**config.mk**
```make
export PLATFORM = sky130hd
export DESIGN_NAME = i2s_tx_param
export DESIGN_NICKNAME = d
export VERILOG_FILES = /design/src/rtl/i2s_pkg.sv /design/src/rtl/i2s_bclk_gen.sv /design/src/rtl/i2s_tx_param.sv
export SDC_FILE = /design/constraint.sdc
export NUM_CORES = 1
export LEC_CHECK = 0
export ABC_AREA = 1
export CAP_MARGIN = 20
export CORE_UTILIZATION = 35
export CTS_BUF_LIST = sky130_fd_sc_hd__clkbuf_8
export DETAILED_ROUTE_END_ITERATION = 7
export GPL_TIMING_DRIVEN = 0
export PLACE_DENSITY = 0.64
export SYNTH_ARGS = -nofsm -noshare
export SYNTH_HDL_FRONTEND = slang
export SYNTH_SLANG_ARGS = --single-unit
```
**constraint.sdc**
```tcl
create_clock -name clk_12M -period 3.1 [get_ports clk_12M]
set_input_delay 0.62 -clock clk_12M [delete_from_list [all_inputs] [get_ports clk_12M]]
set_output_delay 0.62 -clock clk_12M [all_outputs]
set_load 0.02 [all_outputs]
```
**src/rtl/i2s_pkg.sv**
```systemverilog
// i2s_pkg: shared types and helpers for the parametrised I2S / left-justified transmitter.
//   state_e      : frame sequencer states (IDLE, LEFT, RIGHT)
//   MODE_LJ/I2S  : values for the MODE parameter
//   frame_cycles : clk_12M cycles per stereo frame for a given slot width and divider
package i2s_pkg;
   typedef enum logic [1:0] {IDLE, LEFT, RIGHT} state_e;
   localparam int MODE_LJ  = 0;
   localparam int MODE_I2S = 1;
   function automatic int frame_cycles(input int slot_w, input int bclk_div);
      return 4 * slot_w * bclk_div;
   endfunction
endpackage

```
**src/rtl/i2s_bclk_gen.sv**
```systemverilog
// i2s_bclk_gen: bit-clock divider; bclk idles high and toggles every BCLK_DIV cycles while run is high.
//   clk_12M, rst : clock and synchronous active-high reset
//   run          : divider enable; low parks bclk at 1 and clears the count
//   bclk         : registered bit clock
//   fall_tick    : high in the cycle whose edge drives bclk 1->0
//   rise_tick    : high in the cycle whose edge drives bclk 0->1
module i2s_bclk_gen #(
   parameter int BCLK_DIV = 2
) (
   input  logic clk_12M,
   input  logic rst,
   input  logic run,
   output logic bclk,
   output logic fall_tick,
   output logic rise_tick
);
   localparam int DW = BCLK_DIV > 1 ? $clog2(BCLK_DIV) : 1;
   logic [DW-1:0] div_cnt;
   logic          wrap;
   assign wrap      = run && div_cnt == DW'(BCLK_DIV - 1);
   assign fall_tick = wrap && bclk;
   assign rise_tick = wrap && !bclk;
   always_ff @(posedge clk_12M) begin
      if (rst || !run) begin
         div_cnt <= '0;
         bclk    <= 1'b1;
      end else begin
         div_cnt <= wrap ? '0 : div_cnt + 1'b1;
         bclk    <= wrap ? !bclk : bclk;
      end
   end
endmodule

```
**src/rtl/i2s_tx_param.sv**
```systemverilog
// i2s_tx_param: stereo sample-pair to I2S / left-justified serialiser with underrun repeat and graceful stop.
//   clk_12M, rst            : clock and synchronous active-high reset
//   enable                  : run request; dropping it stops the link at the end of the current frame
//   s_valid/s_ready         : pair handshake into a one-deep holding register
//   s_left, s_right         : DATA_W-bit samples
//   bclk, lrclk, sdata      : serial link (lrclk 1 = left slot), MSB first
//   frame_start, underrun   : one-cycle pulses at the start of each frame
//   stats_clr, underrun_cnt : only with I2S_TX_STATS_EN defined; saturating underrun counter
module i2s_tx_param
   import i2s_pkg::*;
#(
   parameter int DATA_W   = 24,
   parameter int SLOT_W   = 32,
   parameter int BCLK_DIV = 2,
   parameter int MODE     = MODE_I2S
) (
   input  logic              clk_12M,
   input  logic              rst,
   input  logic              enable,
   input  logic              s_valid,
   output logic              s_ready,
   input  logic [DATA_W-1:0] s_left,
   input  logic [DATA_W-1:0] s_right,
   output logic              bclk,
   output logic              lrclk,
   output logic              sdata,
   output logic              frame_start,
`ifdef I2S_TX_STATS_EN
   input  logic              stats_clr,
   output logic [15:0]       underrun_cnt,
`endif
   output logic              underrun
);
   localparam int CW = SLOT_W > 1 ? $clog2(SLOT_W) : 1;
   state_e            state;
   logic [CW-1:0]     bit_cnt, nxt_cnt;
   logic              fresh, stop_pend, hold_full;
   logic [DATA_W-1:0] hold_l, hold_r, last_l, last_r, sh_l, sh_r, load_l, load_r, word;
   logic [SLOT_W-1:0] slot_vec;
   logic              run, fall_tick, rise_tick, bound, to_right, stop_ev, fs, ur_ev, nxt_left, acc, sbit;

   assign run = state != IDLE;

   i2s_bclk_gen #(.BCLK_DIV(BCLK_DIV)) u_bclk (
      .clk_12M  (clk_12M),
      .rst      (rst),
      .run      (run),
      .bclk     (bclk),
      .fall_tick(fall_tick),
      .rise_tick(rise_tick)
   );

   // fresh marks the LEFT state entered from IDLE: its first falling tick is a frame start
   // rather than a slot change. A stop is decided on the falling tick that would begin the
   // next LEFT slot; bclk then finishes its low half and parks high on the following rise.
   always_comb begin
      bound    = fall_tick && (fresh || bit_cnt == CW'(SLOT_W - 1));
      to_right = bound && !fresh && state == LEFT;
      stop_ev  = bound && state == RIGHT && !enable;
      fs       = bound && !to_right && !stop_ev;
      ur_ev    = fs && !hold_full;
      acc      = s_valid && s_ready;
      load_l   = hold_full ? hold_l : last_l;
      load_r   = hold_full ? hold_r : last_r;
      nxt_cnt  = bound ? '0 : bit_cnt + 1'b1;
      nxt_left = fs || (!to_right && state == LEFT);
      word     = fs ? load_l : nxt_left ? sh_l : sh_r;
      // sample left-aligned in the slot, then delayed one bit in I2S mode
      slot_vec = (SLOT_W'(word) << (SLOT_W - DATA_W)) >> MODE;
      sbit     = stop_ev ? 1'b0 : slot_vec[CW'(SLOT_W - 1) - nxt_cnt];
   end

   always_ff @(posedge clk_12M) begin
      if (rst) begin
         state       <= IDLE;
         bit_cnt     <= '0;
         fresh       <= 1'b0;
         stop_pend   <= 1'b0;
         hold_full   <= 1'b0;
         s_ready     <= 1'b1;
         hold_l      <= '0;
         hold_r      <= '0;
         last_l      <= '0;
         last_r      <= '0;
         sh_l        <= '0;
         sh_r        <= '0;
         lrclk       <= 1'b0;
         sdata       <= 1'b0;
         frame_start <= 1'b0;
         underrun    <= 1'b0;
      end else begin
         state       <= (state == IDLE && enable) ? LEFT : to_right ? RIGHT : fs ? LEFT :
                        (stop_pend && rise_tick) ? IDLE : state;
         fresh       <= state == IDLE ? enable : fresh && !bound;
         stop_pend   <= stop_ev || (stop_pend && !rise_tick);
         frame_start <= fs;
         underrun    <= ur_ev;
         hold_full   <= acc || (hold_full && !fs);
         s_ready     <= !(acc || (hold_full && !fs));
         hold_l      <= acc ? s_left : hold_l;
         hold_r      <= acc ? s_right : hold_r;
         sh_l        <= fs ? load_l : sh_l;
         sh_r        <= fs ? load_r : sh_r;
         last_l      <= fs ? load_l : last_l;
         last_r      <= fs ? load_r : last_r;
         bit_cnt     <= fall_tick ? nxt_cnt : bit_cnt;
         lrclk       <= fall_tick ? nxt_left : lrclk;
         sdata       <= fall_tick ? sbit : sdata;
      end
   end

`ifdef I2S_TX_STATS_EN
   always_ff @(posedge clk_12M) begin
      underrun_cnt <= (rst || stats_clr) ? '0 :
                      (ur_ev && underrun_cnt != 16'hFFFF) ? underrun_cnt + 16'd1 : underrun_cnt;
   end
`endif
endmodule

```
# After elaboration in Yosys (flattened, before gate mapping)
# Index checks and enable logic that the tools add are counted.
[totals]
out_inout_bits = 6
input_bits = 52
reg_bits = 113
wordCells = 78
[classes]
eq_ne = 3
n_lt_le_gt_ge = 1
n_reduce_logical = 41
n_mux = 13
n_addsub = 3
[op_table]
columns = ["op", "count"]
rows = [
  ["two-way mux 24 bit", 4],
  ["logical AND 1 bit", 18],
  ["logical NOT 1 bit", 11],
  ["less-than comparator 5 x 6 -> 1 bit, second input constant", 1],
  ["two-way mux 2 bit", 3],
  ["adder 5 x 1 -> 5 bit, second input constant", 1],
  ["binary-select mux 1 bit (select 5 bit)", 1],
  ["equality test 5 bit, second input constant", 1],
  ["logical OR 1 bit", 5],
  ["two-way mux 5 bit", 1],
  ["subtractor 5 bit, first input constant", 1],
  ["two-way mux 1 bit", 4],
  ["nonzero test 4 bit", 1],
  ["OR reduction 2 bit", 2],
  ["nonzero test 3 bit", 1],
  ["equality test 2 x 1 -> 1 bit, second input constant", 1],
  ["equality test 2 bit, second input constant", 1],
  ["logical NOT 2 bit", 1],
  ["AND reduction 2 bit", 1],
  ["nonzero test 2 bit", 1],
  ["adder 1 bit, second input constant", 1],
]

# Logic depth before layout (Yosys ltp)
[depth]
ltp_word = 15
ltp_mapped = 19
depth_no_buf = 19

# Hierarchy
# From an unflattened synthesis, not the netlist that was laid out.
[hier_totals]
hier_cells = 711
area_unflattened_um2 = 4832.1
[modules_own_cells]
columns = ["mod", "area_per_inst_um2", "seq_area_each_um2", "instances", "cells_per_inst"]
rows = [
  ["i2s_tx_param", 4747.1, 2222.1, 1, 698],
  ["i2s_bclk_gen", 85.1, 40.0, 1, 13],
]

# Least setup slack after synthesis
# Ideal clock, no wire load.
[synth_timing]
path_kind = "register to register"
startpoint = "register bit_cnt[0]"
endpoint = "register sdata"
stages_incl_launch_ff = 17
path_buffers = 1
t_arrival_ps = 2205
required_time_ps = 3033
path_slack_ps = 828
period_less_slack_ps = 2272
setup_time_ps = 67
path_cell_list = "dfxtp_1 > ha_1 > nand2_1 > nor2_1 > ha_1 > nor2_1 > nor2_8 > nor2_1 > clkbuf_1 > o211ai_1 > nand2_1 > nand2_1 > nand3_1 > nand2_1 > nand3_1 > nand3_2 > a21oi_2"
[synth_between]
elab_chain_cells = 14
elab_cells_between_ends = 21
cone_classes = "2 x add/sub; 1 x eq/ne; 6 x mux; 12 x reduce/logical"
[synth_rtl]
columns = ["element", "line_no", "text"]
rows = [
  ["start: declaration", "i2s_tx_param.sv:36", "logic [CW-1:0] bit_cnt, nxt_cnt;"],
  ["start signal: assignment", "i2s_tx_param.sv:106", "bit_cnt <= fall_tick ? nxt_cnt : bit_cnt;"],
  ["parallel branches: the longest is 13 deep, another holds adder 5 x 1 -> 5 bit", "n/a", ""],
  ["two-way mux 1 bit *", "i2s_tx_param.sv:70", "sbit = stop_ev ? 1'b0 : slot_vec[CW'(SLOT_W - 1) - nxt_cnt];"],
  ["end signal: assignment", "i2s_tx_param.sv:108", "sdata <= fall_tick ? sbit : sdata;"],
  ["end: declaration", "i2s_tx_param.sv:26", "output logic sdata,"],
]
# Every way passes the cells marked *. The select of a mux whose other input is x is not followed.
# A chain may end at the register's enable or synchronous reset.

# Worst setup path after layout
# Ends and elaborated chain as after synthesis.

==> qor.csv <==
metric;value;unit
ys_warn_count;0;
hold_class;flop to flop;
wire_per_inst;13.7;um
first_iter_violations;317;
grt_pass1_wl;21800;um
grt_max_degree;17;
dieArea;14300;um2
crit_path_frequent_cell;nor2_1;
grt.overflow.total;0;
start_util;36.2;%
h-tree-depth;4;
fp.dieH;120;um
clock_skew;10.1;ps
fin_area;5990;um2
cp_slowest_stage_delay;440;ps
setup_viol;0;
clkPwrFrac;41.1;%
viasPerCell;4.83;
synth_top_family_by_area;simple AND/OR/NAND/NOR gates;
drv_cap;0;
crit_chain;ha_1, nand2_1, nor2_1, ha_1, nor2_1, nor2_8, nor2_1, clkbuf_1, nand3_1, a21oi_1, nor2_1, nand2_1, nand2_1, nand3_2, a21oi_2;
fillCellCount;1472;
synth.distinct_cells;30;
cp_data_required_time;3410;ps
setup.worst_path.class;flop to flop;
cts.sinks;113;
area_growth;23.9;%
grt_setup_unrepaired;false;
drt_pass1_iterations;5;
fin_crit_sh;90.0;%
powerDensity;534;nW/um2
cts_hold_buf;0;
clockRootBuffer;clkbuf_8;
gp_congestion;0.885;
synthAdderAreaFrac;0.517;%
tns;0;ps
fin_nets;810;
synth_compound_area_share;16.3;%
synth.cell_area;4840;um2
critPathArrivalTime;3100;ps
dpl-instance-area;5620;um2
routed-via-count;4569;
tightest_slew;641;ps
clk_pin_slew;60;ps
cpMaxStageDelayCell;clkbuf_1;
synthXorXnorAreaFrac;0.362;%
relSlewSlack;57.3;%
core-area;13300;um2
multi_input_area;2190;um2
max_freq;358;MHz
grt_pass1_vias;4381;
cts_tree;built;
ys_seq_elements;113;
switchingPower;830;uW
hold_viol;0;
synth_fp_nets;735;
swShare;26.0;%
antenna_found_initial;0;
placementRows;42;
finalMaxSlewViolations;0;
ant_nets;0;
seqPwrFrac;48.5;%
hold-worst-slack;464;ps
die_x;120;um
p_leak;0.00237;uW
intPower;2370;uW
dpl.hpwl;9550;um
start_kind;flop;
crit_fanout;10;
drc;0;
globalRouteTotalUtil;19.9;%
crit_family;simple AND/OR/NAND/NOR gates;
synthMuxAreaShare;0;%
regArea;2260;um2
cts_buffers;17;
antenna_cells;0;
drive_gt1_share;6.89;%
worstSkewPairLatency;450;ps
synthSimpleGateAreaFrac;28.2;%
critPathBufInv;1;
cts_setup_buffers;0;
min_period;2790;ps
syn-mean-instance-area;7.10;um2
io_pins;58;
clock_path_buffers;2;
synthCells;681;
cp-end-kind;flop;
final_util;44.9;%
outcome;complete, no violations;
port_buffers;56;
cts_resized;0;
wirelength;12900;um
combPwrFrac;10.4;%
ys_seq_area_share;46.8;%
ir_worst_vdd;0.000434;V
==> power groups by stage <==
stage | sequential [uW] | combinational, uW | clock (uW)
after floorplan | 1570 | 201 | 0
after global placement | 1580 | 331 | 0
after detailed placement | 1580 | 334 | 0
after CTS | 1550 | 336 | 1340
after global routing | 1560 | 380 | 1400
final | 1550 | 334 | 1310
==> worst min-delay path: cells and delay by family (launching register included) <==
family | cells | cell delay, ps
flip-flops | 1 | 300
AO/OA/AOI/OAI | 1 | 60
buffers and inverters | 1 | 60
==> path summary, 6_finish.rpt <==
check | end | startpoint | cells past startpoint | slack [ps]
worst max-delay path | sdata | bit_cnt[0] | 15 | 310
worst max register to register | sdata | bit_cnt[0] | 15 | 310
worst min-delay path | hold_l[2] | hold_l[2] | 2 | 460
worst min register to register | hold_l[2] | hold_l[2] | 2 | 460
==> synthesized netlist by cell type, drive strengths merged <==
cell type	number	area share, %
a211oi	1	0.16
a21oi	65	6.8
a31oi	2	0.26
and3	3	0.39
buf	12	1.5
clkbuf	29	2.2
dfxtp	113	47
ha	2	0.52
inv	53	4.1
nand2	123	9.9
nand3	56	6.4
nand4	8	1.2
nor2	128	10
o211ai	5	0.78
o21ai	76	7.9
o22ai	2	0.26
o32ai	1	0.18
xor2	2	0.36
==> kinds of logic after synthesis <==
kind of cell | Yosys count
fa+ha+maj | 2
compound gates | 152
buf+inv | 94
xor+xnor | 2
flops | 113
simple gates | 318
==> registers in the layout, summed over array words and instances, names as in the netlist, 2 cells and up <==
signal   flops
hold_l      24
hold_r      24
last_l      24
sh_r        24
bit_cnt      5
state        2
==> through the flow <==
step | cells | setup WS [ps] | power [uW]
2_1_floorplan | 681 | 828 | 1770
3_3_place_gp | 913 | 340 | 1910
5_1_grt | 945 | 8.93 | 3340
6_report | 945 | 310 | 3200
3_5_place_dp | 913 | 345 | 1920
4_1_cts | 945 | 319 | 3220
==> layout by cell type, fill, tap and decap left out, types with 18 or more instances in the layout <==
master and n:
clkbuf_1 29, a21oi_1 64, nand2_1 119, inv_1 54, clkdlybuf4s50_1 56, nor2_1 125, dfxtp_1 113, clkbuf_8 18
o21ai_0 76, nand3_1 53
==> final cells by class <==
class,instances,share of cell area [%]
well taps,176,3.67
clock buffers,18,4.13
repair buffers,56,9.35
inverters,53,3.32
multi-input cells,474,36.6
flip-flops and latches,113,37.7
clock inverters,14,2.11
plain buffers,41,3.05
==> per-layer routing <==
layer / track usage [%] / up-vias / routed length [um]
li1: - / 2376 / -
met1: 26.2 / 2021 / 6260
met2: 30.6 / 149 / 5630
met3: 4.94 / 23 / 704
met4: 8.98 / 0 / 355
met5: 0 / - / 0
No activity file was read; power rests on OpenSTA's default activity.
